[config.mk]
export PLATFORM = sky130hd
export DESIGN_NAME = apu_wave_gen_flat
export DESIGN_NICKNAME = d
export VERILOG_FILES = /design/src/rtl/apu_pkg.sv /design/src/rtl/apu_sysbus_if.sv /design/src/rtl/apu_len_table.sv /design/src/rtl/apu_wave_gen.sv /design/src/flat_wrapper.sv
export SDC_FILE = /design/constraint.sdc
export NUM_CORES = 1
export LEC_CHECK = 0
export BUFFER_PORTS_ARGS = -buffer_cell sky130_fd_sc_hd__buf_4
export CORE_MARGIN = 3
export CORE_UTILIZATION = 50
export DETAILED_ROUTE_END_ITERATION = 7
export GPL_ROUTABILITY_DRIVEN = 0
export PLACE_DENSITY = 0.7
export SETUP_SLACK_MARGIN = 0.02
export SYNTH_ARGS = -nofsm -noshare
export SYNTH_HDL_FRONTEND = slang
export SYNTH_HIERARCHICAL = 1
export SYNTH_SLANG_ARGS = --single-unit
[constraint.sdc]
create_clock -name clk_i -period 1.85 [get_ports clk_i]
set_input_delay 0.4625 -clock clk_i [delete_from_list [all_inputs] [get_ports clk_i]]
set_output_delay 0.4625 -clock clk_i [all_outputs]
set_load 0.01 [all_outputs]
[src/rtl/apu_pkg.sv]
// Shared APU definitions: wave modes, register map
// and the standard length-counter table.
package apu_pkg;

  typedef enum logic [1:0] {
    TRI    = 2'd0,
    SAW_UP = 2'd1,
    SAW_DN = 2'd2
  } wave_mode_t;

  localparam logic [1:0] ADDR_CTRL = 2'd0;
  localparam logic [1:0] ADDR_MODE = 2'd1;
  localparam logic [1:0] ADDR_PLO  = 2'd2;
  localparam logic [1:0] ADDR_PHI  = 2'd3;

  localparam logic [7:0] LEN_TABLE [32] = '{
    8'd10,  8'd254, 8'd20,  8'd2,
    8'd40,  8'd4,   8'd80,  8'd6,
    8'd160, 8'd8,   8'd60,  8'd10,
    8'd14,  8'd12,  8'd26,  8'd14,
    8'd12,  8'd16,  8'd24,  8'd18,
    8'd48,  8'd20,  8'd96,  8'd22,
    8'd192, 8'd24,  8'd72,  8'd26,
    8'd16,  8'd28,  8'd32,  8'd30
  };

endpackage

[src/rtl/apu_sysbus_if.sv]
// APU register bus: write strobe, address, data.
// Sampled by channels on the system clock.
interface apu_sysbus_if;
  logic       we;
  logic [1:0] addr;
  logic [7:0] data;

  modport master (output we, addr, data);
  modport slave  (input  we, addr, data);
endinterface

[src/rtl/apu_len_table.sv]
// Combinational length-table lookup shared by
// all APU channels.
module apu_len_table
  import apu_pkg::*;
(
  input  logic [4:0] idx_i,
  output logic [7:0] len_o
);

  assign len_o = LEN_TABLE[idx_i];

endmodule

[src/rtl/apu_wave_gen.sv]
// Wave channel: period timer, linear/length counters
// and a step sequencer with tri/saw output shapes.
module apu_wave_gen
  import apu_pkg::*;
#(
  parameter int unsigned TIMER_W = 11,
  parameter int unsigned OUT_W   = 4,
  parameter int unsigned LIN_W   = 7
) (
  input  logic             clk_i,
  input  logic             rst_ni,
  apu_sysbus_if.slave      sysbus_i,
  input  logic             sel_i,
  input  logic             en_i,
  input  logic             qframe_i,
  input  logic             hframe_i,
  output logic             act_o,
  output logic [OUT_W-1:0] out_o
);

  localparam int unsigned SEQ_W = OUT_W + 1;

  logic               en_q;
  logic               ctrl_q;
  logic [LIN_W-1:0]   lin_load_q;
  logic               mute_q;
  logic [1:0]         mode_q;
  logic [7:0]         per_lo_q;
  logic [2:0]         per_hi_q;
  logic [TIMER_W-1:0] timer_q;
  logic [LIN_W-1:0]   lin_q;
  logic               rld_q;
  logic [7:0]         len_q;
  logic [SEQ_W-1:0]   pos_q;

  logic               wr;
  logic               wr0, wr1, wr2, wr3;
  logic [10:0]        per_raw, per_wr_raw;
  logic [TIMER_W-1:0] period, per_wr;
  logic [7:0]         len_tab;
  logic               step, muted, adv;

  assign wr  = sel_i & sysbus_i.we & en_i;
  assign wr0 = wr & (sysbus_i.addr == ADDR_CTRL);
  assign wr1 = wr & (sysbus_i.addr == ADDR_MODE);
  assign wr2 = wr & (sysbus_i.addr == ADDR_PLO);
  assign wr3 = wr & (sysbus_i.addr == ADDR_PHI);

  assign per_raw    = {per_hi_q, per_lo_q};
  assign per_wr_raw = {sysbus_i.data[2:0], per_lo_q};
  assign period     = per_raw[TIMER_W-1:0];
  assign per_wr     = per_wr_raw[TIMER_W-1:0];

  apu_len_table u_len_table (
    .idx_i (sysbus_i.data[7:3]),
    .len_o (len_tab)
  );

  always_ff @(posedge clk_i or negedge rst_ni) begin
    if (!rst_ni) begin
      en_q       <= 1'b0;
      ctrl_q     <= 1'b0;
      lin_load_q <= '0;
      mute_q     <= 1'b0;
      mode_q     <= '0;
      per_lo_q   <= '0;
      per_hi_q   <= '0;
    end else if (!en_i) begin
      en_q       <= 1'b0;
      ctrl_q     <= 1'b0;
      lin_load_q <= '0;
      mute_q     <= 1'b0;
      mode_q     <= '0;
      per_lo_q   <= '0;
      per_hi_q   <= '0;
    end else begin
      en_q <= 1'b1;
      if (wr0) begin
        ctrl_q     <= sysbus_i.data[7];
        lin_load_q <= sysbus_i.data[LIN_W-1:0];
      end
      if (wr1) begin
        mute_q <= sysbus_i.data[7];
        mode_q <= sysbus_i.data[1:0];
      end
      if (wr2) per_lo_q <= sysbus_i.data;
      if (wr3) per_hi_q <= sysbus_i.data[2:0];
    end
  end

  assign step = (timer_q == '0);

  always_ff @(posedge clk_i or negedge rst_ni) begin
    if (!rst_ni)          timer_q <= '0;
    else if (!en_i)       timer_q <= '0;
    else if (wr3)         timer_q <= per_wr;
    else if (step)        timer_q <= period;
    else                  timer_q <= timer_q - 1'b1;
  end

  // reg3 write wins over the qframe clear of the reload flag
  always_ff @(posedge clk_i or negedge rst_ni) begin
    if (!rst_ni) begin
      lin_q <= '0;
      rld_q <= 1'b0;
    end else if (!en_i) begin
      lin_q <= '0;
      rld_q <= 1'b0;
    end else begin
      if (qframe_i) begin
        if (rld_q)       lin_q <= lin_load_q;
        else if (|lin_q) lin_q <= lin_q - 1'b1;
      end
      if (wr3)                      rld_q <= 1'b1;
      else if (qframe_i && !ctrl_q) rld_q <= 1'b0;
    end
  end

  always_ff @(posedge clk_i or negedge rst_ni) begin
    if (!rst_ni)      len_q <= '0;
    else if (!en_i)   len_q <= '0;
    else if (wr3)     len_q <= len_tab;
    else if (hframe_i && !ctrl_q && |len_q)
      len_q <= len_q - 1'b1;
  end

  assign muted = mute_q & ~|period[TIMER_W-1:1];
  assign adv   = step & |lin_q & |len_q & ~muted;

  always_ff @(posedge clk_i or negedge rst_ni) begin
    if (!rst_ni)    pos_q <= '0;
    else if (!en_i) pos_q <= '0;
    else if (adv)   pos_q <= pos_q + 1'b1;
  end

  always_comb begin
    out_o = '0;
    if (en_q) begin
      unique case (1'b1)
        (mode_q == SAW_UP): out_o = pos_q[SEQ_W-1:1];
        (mode_q == SAW_DN): out_o = ~pos_q[SEQ_W-1:1];
        default:
          out_o = {OUT_W{pos_q[SEQ_W-1]}}
                ^ pos_q[OUT_W-1:0];
      endcase
    end
  end

  assign act_o = |len_q;

endmodule

[src/flat_wrapper.sv]
// flat-port wrapper written by rule: the top's interface ports become plain ports
module apu_wave_gen_flat import apu_pkg::*;
#(
  parameter int unsigned TIMER_W = 11,
  parameter int unsigned OUT_W   = 4,
  parameter int unsigned LIN_W   = 7
)
  (clk_i, rst_ni, sel_i, en_i, qframe_i, hframe_i, act_o, out_o, sysbus_i_we, sysbus_i_addr, sysbus_i_data);
  apu_sysbus_if sysbus_i_i ();
  input  logic clk_i;
  input  logic rst_ni;
  input  logic sel_i;
  input  logic en_i;
  input  logic qframe_i;
  input  logic hframe_i;
  output logic act_o;
  output logic [OUT_W-1:0] out_o;
  input wire logic [$bits(sysbus_i_i.we)-1:0] sysbus_i_we;
  input wire logic [$bits(sysbus_i_i.addr)-1:0] sysbus_i_addr;
  input wire logic [$bits(sysbus_i_i.data)-1:0] sysbus_i_data;
  assign sysbus_i_i.we = sysbus_i_we;
  assign sysbus_i_i.addr = sysbus_i_addr;
  assign sysbus_i_i.data = sysbus_i_data;
  apu_wave_gen #(.TIMER_W(TIMER_W), .OUT_W(OUT_W), .LIN_W(LIN_W)) u_core (.clk_i(clk_i), .rst_ni(rst_ni), .sysbus_i(sysbus_i_i), .sel_i(sel_i), .en_i(en_i), .qframe_i(qframe_i), .hframe_i(hframe_i), .act_o(act_o), .out_o(out_o));
endmodule
==> flow_summary.ini, run 1 <==
[die]
start_util = 0.532
ios = 22
fp.dieW_um = 89.4
die_h_um = 89.4
core-area_mm2 = 0.00653
rows = 29
die_area_mm2 = 0.00799

[clocking]
clkTransAtPathRegs_ns = 0.10
hold_buffers = 0
clk_latency_ns = 0.31
cts.sinks = 55
numCtsBuffers = 5
cts_tree = done
cts.path.max_buffers = 2
cts_root_buf = clkbuf_8
h-tree-depth = 2

[critical_path]
cpPeakStageDelay_ns = 0.56
crit_fanout = 2
cp.arrival_ns = 1.66
start_kind = flop
critPathSlowestCell = or4_1
critPathCaptureType = output port
crit_chain = or4_1 -> or2_4 -> buf_6
crit_start = u_core/len_q[5]$_DFFE_PN0P_
critPathKind = reg2out
r2r-start = u_core/len_q[5]$_DFFE_PN0P_
crit_required_ns = 1.39

[cells_and_area]
diodes = 0
area_delta_synth_final_pct = 24.7
drive_gt1_frac = 0.290
multi_input_area_mm2 = 0.00210
post-route-util = 0.664
seqCellArea_mm2 = 0.00138
n_fill_cell = 540
final_net_count = 485

[outcome]
violations = setup timing
status = finished with violations

[grt]
grt_pass1_vias = 2911
grt_overflow_total = 0
grt_max_degree = 56
track_usage = 0.216
antenna_found_initial = 0
grt_pass1_wl_um = 13500

[yosys]
synth_edf_count = 0
synth_ff_type = dfrtp_1
async_reset_ff_frac = 1.00
synth.avg_cell_area_um2 = 8.86
ys_warn_count = 6
yosysSeqAreaShare = 0.396
ys_ff_latch = 55
ys_types = 65
synthCells = 392
netlist_area_mm2 = 0.00347
synth_fp_nets = 425

[detailed_routing]
firstDrtPassIters = 4
via_count = 3007
drc_errors = 0
ant_nets = 0
first_iter_violations = 169
routedWlPerCell_um = 15.7
routed_wl_um = 8330
via_per_inst = 5.68

[worst_hold_path]
hold_path_class = in2async

[sta]
min_period_ns = 2.12
finalWorstSetupSlack_ns = -0.271
fmaxAchievable_mhz = 472
period_share = 1.15
slew_headroom = 0.538
finalSetupViolCount = 15
worstMarginPinSlew_ns = 0.693
worst_clock_skew_ns = 0.00850
hold_viol = 0
whs_ns = 0.190
final_max_slew_viol_count = 0
rsz0062_at_grt = yes

[power]
vdd_drop_max_mv = 0.588
power_density_mw_per_mm2 = 1270
power.leakage_uw = 0.00195

[run]
maxCapViolCount = 0

[placed_design]
hpwl_um = 5640
io_buffers = 21
## Yosys cell counts (all sizes together) (3+ instances only)
master	number	share of area
nand4b	3	0.012
ha	16	0.058
or3	6	0.011
nand2b	4	0.010
a31oi	4	0.0072
dfrtp	55	0.40
xnor2	10	0.025
inv	16	0.017
nand2	45	0.049
xor2	9	0.023
mux2i	13	0.037
o211ai	3	0.0065
nor2	41	0.044
o22ai	4	0.0072
a21oi	32	0.047
or2	3	0.0054
o21ai	23	0.033
nor2b	3	0.0054
o211a	4	0.012
a211oi	9	0.019
nor3	6	0.010
nand3	21	0.030
nor4	6	0.015
clkbuf	14	0.015
buf	10	0.027
## where the power goes
part | switching (uW) | internal [uW] | leakage [uW]
Sequential | 211 | 1440 | 0.000746
Combinational | 1540 | 1680 | 0.00116
Clock | 376 | 260 | 0.0000440
Total | 2130 | 3380 | 0.00195
## per-stage QoR
stage | area, um^2 | worst slack (ns) | instances | total power [uW] | TNS (ns)
after CTS | 4170 | -0.254 | 521 | 5130 | -1.18
after global routing | 4330 | -0.319 | 529 | 5890 | -2.79
after detailed placement | 3880 | -0.143 | 503 | 4070 | -0.767
after floorplan | 3480 | -0.0386 | 392 | 3280 | -0.0386
after global placement | 3880 | -0.101 | 503 | 4010 | -0.261
final | 4330 | -0.271 | 529 | 5500 | -1.60
## path summary, 6_finish.rpt
kind / to / slack (ns) / cells past startpoint
max in group asynchronous: u_core/timer_q[5]$_DFF_PN0_ / 1.20 / 1
setup reg to reg: u_core/len_q[1]$_DFFE_PN0P_ / -0.16 / 6
hold / removal: u_core/lin_load_q[0]$_DFFE_PN0P_ / 0.19 / 1
setup / recovery: act_o / -0.27 / 3
hold reg to reg: u_core/lin_load_q[5]$_DFFE_PN0P_ / 0.54 / 2
min in group clk_i: u_core/lin_q[5]$_DFFE_PN0P_ / 0.38 / 2
## layout make-up
cell class              instances  share of cell area
flip-flops and latches         55               0.318
well taps                      77              0.0222
clock inverters                 2             0.00318
clock buffers                   5              0.0159
repair buffers                 77               0.143
inverters                      16              0.0139
multi-input cells             297               0.484
## critical path: cells and delay by family, from the launching register on
family / cells / cell delay (ns)
DFF: 1 / 0.39
and+or+nand+nor: 2 / 0.84
buffers and inverters: 1 / 0.12
## logic make-up (layout without fill, tap and decap cells)
kind of cell,count (synthesis),count (layout),synth area share
fa+ha+maj,16,16,0.0576
compound gates,96,96,0.174
flops,55,55,0.396
mux,15,15,0.0439
buf+inv,40,100,0.0591
xor+xnor,19,19,0.0479
simple gates,150,150,0.220
other cells,1,1,0.00108
## cell usage in the layout (no fill, tap or decap), types with 3 or more instances in the layout
master | Yosys | layout
clkbuf_8 | 0 | 5
mux2i_1 | 13 | 13
ha_1 | 16 | 12
nand2_2 | 0 | 3
xor2_2 | 0 | 3
o211a_1 | 4 | 4
ha_4 | 0 | 4
a31oi_1 | 4 | 4
dfrtp_1 | 55 | 55
a211oi_1 | 9 | 7
nand3_1 | 21 | 18
nor3_1 | 5 | 5
or3_1 | 5 | 5
buf_6 | 5 | 8
a21oi_1 | 31 | 31
o211ai_1 | 3 | 3
nand2_1 | 45 | 42
nor2b_1 | 3 | 3
buf_4 | 1 | 68
nor2_2 | 0 | 3
nor4_4 | 1 | 3
xnor2_1 | 10 | 10
o22ai_1 | 4 | 4
o21ai_1 | 1 | 7
nor2_1 | 41 | 38
inv_2 | 0 | 5
xor2_1 | 9 | 6
o21ai_0 | 22 | 16
inv_1 | 16 | 11
## metal layers
metal  track usage  part of all wire  vias up
met1         0.283              0.45     1454
met4        0.0663             0.011        0
met3        0.0341             0.032        9
li1              -                 -     1498
met5             0                 0        -
met2         0.368              0.50       46
## registers in the layout, summed over array words and instances (netlist names)
| signal | flops |
|---|---|
| u_core/lin_q | 7 |
| u_core/en_q | 1 |
| u_core/per_lo_q | 8 |
| u_core/mute_q | 1 |
| u_core/per_hi_q | 3 |
| u_core/ctrl_q | 1 |
| u_core/mode_q | 2 |
| u_core/lin_load_q | 7 |
| u_core/timer_q | 11 |
| u_core/pos_q | 5 |
| u_core/rld_q | 1 |
| u_core/len_q | 8 |
## repair_timing
| action | in CTS | in global routing |
|---|---|---|
| pin swaps | 16 | 18 |
| setup endpoints to repair | 18 | 27 |
| buffers inserted | 14 | 9 |
| resized for setup | 32 | 23 |
Power figures use the tool's default switching activity.
==> run 2: changes to the inputs <==
==> constraint.sdc (replaced) <==
create_clock -name clk_i -period 1.75 [get_ports clk_i]
set_input_delay 0.4375 -clock clk_i [delete_from_list [all_inputs] [get_ports clk_i]]
set_output_delay 0.4375 -clock clk_i [all_outputs]
set_load 0.01 [all_outputs]
==> run 2 against run 1 <==
Effect of this change: the flow still finishes with violations (setup timing); sequential share of layout area shrank 0.18 points; non-clock buffer count grew 2; via count grew 1.1%; combinational power grew 3%; clock skew shrank 0.0030 ns; sequential cell count is the same; largest cell class unchanged; design area grew 0.58%; worst setup slack lost 0.094 ns; global-route usage shrank 0.19 points; largest power group unchanged; sequential power grew 4%.
==> flow_summary.ini, run 2 (synthesis results as in run 1) <==
[critical_path]
crit_fanout = 6
cpPeakStageDelay_ns = 0.41
critPathKind = reg2reg
start_kind = flop
critPathSlowestCell = dfrtp_1
crit_cells = 9
r2r_cells = 9
crit_required_ns = 1.98
critPathCaptureType = flop
cp.arrival_ns = 2.35
cp_top_family = simple AND/OR/NAND/NOR gates
crit_chain = inv_2 -> ha_4 -> or3b_4 -> or2_4 -> buf_4 -> buf_6 -> and2_4 -> a211o_1 -> a21oi_2
crit_buf_inv = 3

[grt]
grt_pass1_vias = 2957
grt_overflow_total = 0
grt_max_degree = 56
antenna_found_initial = 0
grt_pass1_wl_um = 13500
track_usage = 0.215

[outcome]
status = finished with violations
violations = setup timing

[sta]
worst_clock_skew_ns = 0.00552
rsz0062_at_grt = yes
final_max_slew_viol_count = 0
whs_ns = 0.158
fmaxAchievable_mhz = 473
finalWorstSetupSlack_ns = -0.365
period_share = 1.21
min_period_ns = 2.12
fin_tns_setup_ns = -3.69
finalSetupViolCount = 17
worstMarginPinSlew_ns = 0.678
slew_headroom = 0.548
hold_viol = 0

[cells_and_area]
multi_input_area_mm2 = 0.00207
seqCellArea_mm2 = 0.00138
final_common_cell = buf_4
final_net_count = 488
diodes = 0
n_fill_cell = 528
area_delta_synth_final_pct = 25.5
mostFrequentLayoutCells = buf_4, dfrtp_1, nand2_1
post-route-util = 0.667
largest_register_ffs = 11
final_area_mm2 = 0.00436
largestRegisters = u_core/timer_q: 11 flops, u_core/len_q: 8 flops, u_core/per_lo_q: 8 flops
registers.top_by_ff_count = u_core/timer_q
drive_gt1_frac = 0.296

[clocking]
cts.sinks = 55
clk_latency_ns = 0.31
numCtsBuffers = 5
hold_buffers = 0
h-tree-depth = 2
cts_tree = done
cts_root_buf = clkbuf_8
cts.path.max_buffers = 2
clkTransAtPathRegs_ns = 0.10

[worst_hold_path]
hold_path_class = in2async

[die]
die_h_um = 89.4
fp.dieW_um = 89.4
start_util = 0.532
rows = 29
core-area_mm2 = 0.00653
ios = 22
die_area_mm2 = 0.00799

[detailed_routing]
first_iter_violations = 152
via_count = 3041
via_per_inst = 5.71
drc_errors = 0
firstDrtPassIters = 4
routed_wl_um = 8170
ant_nets = 0
routedWlPerCell_um = 15.3

[power]
power_density_mw_per_mm2 = 1350
vdd_drop_max_mv = 0.728
power.leakage_uw = 0.00198
finalPower_uw = 5890

[placed_design]
dpl_cell_area_mm2 = 0.00397
hpwl_um = 5530
io_buffers = 21

[run]
maxCapViolCount = 0
run 2: stage by stage:
stage,setup slack [ns],std cells
6_report,-0.365,533
5_1_grt,-0.442,533
3_3_place_gp,-0.200,513
3_5_place_dp,-0.233,513
2_1_floorplan,-0.139,392
4_1_cts,-0.333,528
run 2: timing repair:
item,4_1_cts,5_1_grt
pin swaps,12,10
buffers inserted,8,4
setup endpoints to repair,25,23
cloned,0,1
gates resized for setup,27,25
run 2: layout make-up:
type | instances | share of cell area
clock buffer | 6 | 0.0189
clock inverter | 2 | 0.00804
inverter | 16 | 0.0138
multi-input combinational | 298 | 0.476
sequential | 55 | 0.316
tap | 77 | 0.0221
timing repair buffer | 79 | 0.146
run 2: routing by layer:
layer	share of wire	vias up	global-route usage
met4	0.011	0	0.0541
met3	0.028	8	0.0313
met2	0.51	48	0.372
met1	0.45	1480	0.281
met5	0	-	0
li1	-	1505	-
run 2: power breakdown:
group | total (uW) | leakage [uW] | internal (uW) | switching (uW)
combinational | 3310 | 0.00117 | 1750 | 1560
clock | 877 | 0.0000612 | 464 | 413
sequential | 1710 | 0.000746 | 1520 | 185
total | 5890 | 0.00198 | 3740 | 2160
run 2: final timing paths:
| kind | from | endpoint | slack, ns |
|---|---|---|---|
| min | rst_ni | u_core/en_q$_DFF_PN0_ | 0.16 |
| max | u_core/len_q[1]$_DFFE_PN0P_ | u_core/len_q[1]$_DFFE_PN0P_ | -0.37 |
| max reg2reg | u_core/len_q[1]$_DFFE_PN0P_ | u_core/len_q[1]$_DFFE_PN0P_ | -0.37 |
| min reg2reg | u_core/per_lo_q[0]$_DFFE_PN0P_ | u_core/per_lo_q[0]$_DFFE_PN0P_ | 0.53 |
| min in group clk_i | qframe_i | u_core/lin_q[5]$_DFFE_PN0P_ | 0.36 |
| max in group asynchronous | rst_ni | u_core/len_q[2]$_DFFE_PN0P_ | 1.14 |
==> run 3: changes to the inputs <==
--- a/config.mk
+++ b/config.mk
@@ -11,7 +11,7 @@
 export DETAILED_ROUTE_END_ITERATION = 7
 export GPL_ROUTABILITY_DRIVEN = 0
 export PLACE_DENSITY = 0.7
-export SETUP_SLACK_MARGIN = 0.02
+export SETUP_SLACK_MARGIN = 0.05
 export SYNTH_ARGS = -nofsm -noshare
 export SYNTH_HDL_FRONTEND = slang
 export SYNTH_HIERARCHICAL = 1
==> run 3 against run 2 <==
Effect of this change: the flow still finishes with violations (setup timing); via count grew 4.8%; register-to-register slack gained 0.09 ns; first-iteration DRC count grew 47%; clock skew grew 0.00057 ns; die area is the same; total power grew 9.8%; worst setup slack gained 0.051 ns; core utilization grew 3.3 points; maximum frequency grew 2.5%; global-route usage grew 2.8 points; critical endpoint is now act_o.
==> flow_summary.ini, run 3 (synthesis results as in run 1) <==
[cells_and_area]
multi_input_area_mm2 = 0.00222
post-route-util = 0.701
area_delta_synth_final_pct = 31.7
drive_gt1_frac = 0.344
fin_cells = 534
diodes = 0
largestRegisters = u_core/timer_q: 11 flops, u_core/len_q: 8 flops, u_core/per_lo_q: 8 flops
seqCellArea_mm2 = 0.00138
n_fill_cell = 474
largest_register_ffs = 11
final_common_cell = buf_4
final_net_count = 489
registers.top_by_ff_count = u_core/timer_q
mostFrequentLayoutCells = buf_4, dfrtp_1, nand2_1

[critical_path]
cpPeakStageDelay_ns = 0.54
critPathCaptureType = output port
critPathKind = reg2out
cp_top_family = simple AND/OR/NAND/NOR gates
crit_required_ns = 1.31
start_kind = flop
cp.arrival_ns = 1.63
crit_chain = or4_4 -> or2_4 -> buf_6
crit_buf_inv = 1
critPathSlowestCell = or4_4
crit_fanout = 2

[power]
power.leakage_uw = 0.00203
power_density_mw_per_mm2 = 1410
finalPower_uw = 6470
vdd_drop_max_mv = 0.838

[die]
core-area_mm2 = 0.00653
die_area_mm2 = 0.00799
start_util = 0.532
rows = 29
fp.dieW_um = 89.4
ios = 22
die_h_um = 89.4

[placed_design]
hpwl_um = 5710
io_buffers = 21
dp_cells = 511

[grt]
grt_pass1_wl_um = 15000
grt_use_met1 = 0.320
grt_overflow_total = 0
grt_use_met2 = 0.417
track_usage = 0.242
antenna_found_initial = 0
met3_usage = 0.0378
busiest_layer = met2
grt_max_degree = 42
grt_pass1_vias = 3105

[detailed_routing]
via_count = 3187
firstDrtPassIters = 8
ant_nets = 0
drc_errors = 0
first_iter_violations = 223
via_per_inst = 5.97
routedWlPerCell_um = 17.0
routed_wl_um = 9050

[sta]
finalWorstSetupSlack_ns = -0.314
hold_viol = 0
fin_tns_setup_ns = -3.45
final_max_slew_viol_count = 0
min_period_ns = 2.06
period_share = 1.18
finalSetupViolCount = 23
fmaxAchievable_mhz = 484
whs_ns = 0.0218
rsz0062_at_grt = yes
worst_clock_skew_ns = 0.00609

[worst_hold_path]
hold_path_class = in2async

[clocking]
cts.sinks = 55
hold_buffers = 0
clkTransAtPathRegs_ns = 0.10
h-tree-depth = 2
numCtsBuffers = 5
cts_root_buf = clkbuf_8
cts_tree = done
clk_latency_ns = 0.30
cts.path.max_buffers = 2

[outcome]
violations = setup timing
status = finished with violations

[run]
maxCapViolCount = 0
## run 3: final cells by class
class / count / share of cell area
clock buffer: 6 / 0.0180
clock inverter: 2 / 0.00355
inverter: 16 / 0.0137
multi-input combinational: 298 / 0.485
sequential: 55 / 0.301
tap: 77 / 0.0210
timing repair buffer: 80 / 0.158
## run 3: worst paths after layout
path / depth (start not counted) / start / slack [ns] / end
min: 1 / rst_ni / 0.02 / u_core/pos_q[4]$_DFFE_PN0P_
min in group clk_i: 2 / qframe_i / 0.38 / u_core/lin_q[5]$_DFFE_PN0P_
min reg2reg: 2 / u_core/lin_load_q[0]$_DFFE_PN0P_ / 0.54 / u_core/lin_load_q[0]$_DFFE_PN0P_
max in group asynchronous: 2 / rst_ni / 1.25 / u_core/lin_load_q[3]$_DFFE_PN0P_
max reg2reg: 6 / u_core/len_q[5]$_DFFE_PN0P_ / -0.28 / u_core/len_q[1]$_DFFE_PN0P_
max: 3 / u_core/len_q[5]$_DFFE_PN0P_ / -0.31 / act_o
## run 3: through the flow
step                worst slack (ns)  instance area, um^2
global route                  -0.379                 4580
global placement              -0.142                 4000
floorplan                     -0.139                 3530
CTS                           -0.318                 4460
detailed placement            -0.167                 4000
finish                        -0.314                 4580
## run 3: where the power goes
group	internal, uW	total, uW	switching, uW
clock	324	734	410
sequential	1520	1730	207
combinational	2140	4010	1870
## run 3: worst reg2reg max path, cell delays in order, from the launching register on
cell and delay [ns]:
dfrtp_1 0.39, or4_4 0.54, or2_4 0.27, buf_4 0.18, and2_4 0.16, a211o_1 0.30, a21oi_2 0.13
## run 3: timing repair
| action | 4_1_cts | 5_1_grt |
|---|---|---|
| setup endpoints to repair | 26 | 33 |
| cloned | 2 | 0 |
| pin swaps | 27 | 20 |
| endpoints found under the hold margin | 0 | 0 |
| buffers inserted | 11 | 3 |
| resized for setup | 58 | 26 |
## run 3: layer usage
layer	routed length, um	vias up
met3	364	7
met4	74	0
li1	-	1509
met5	0	-
met1	3890	1588
met2	4730	83
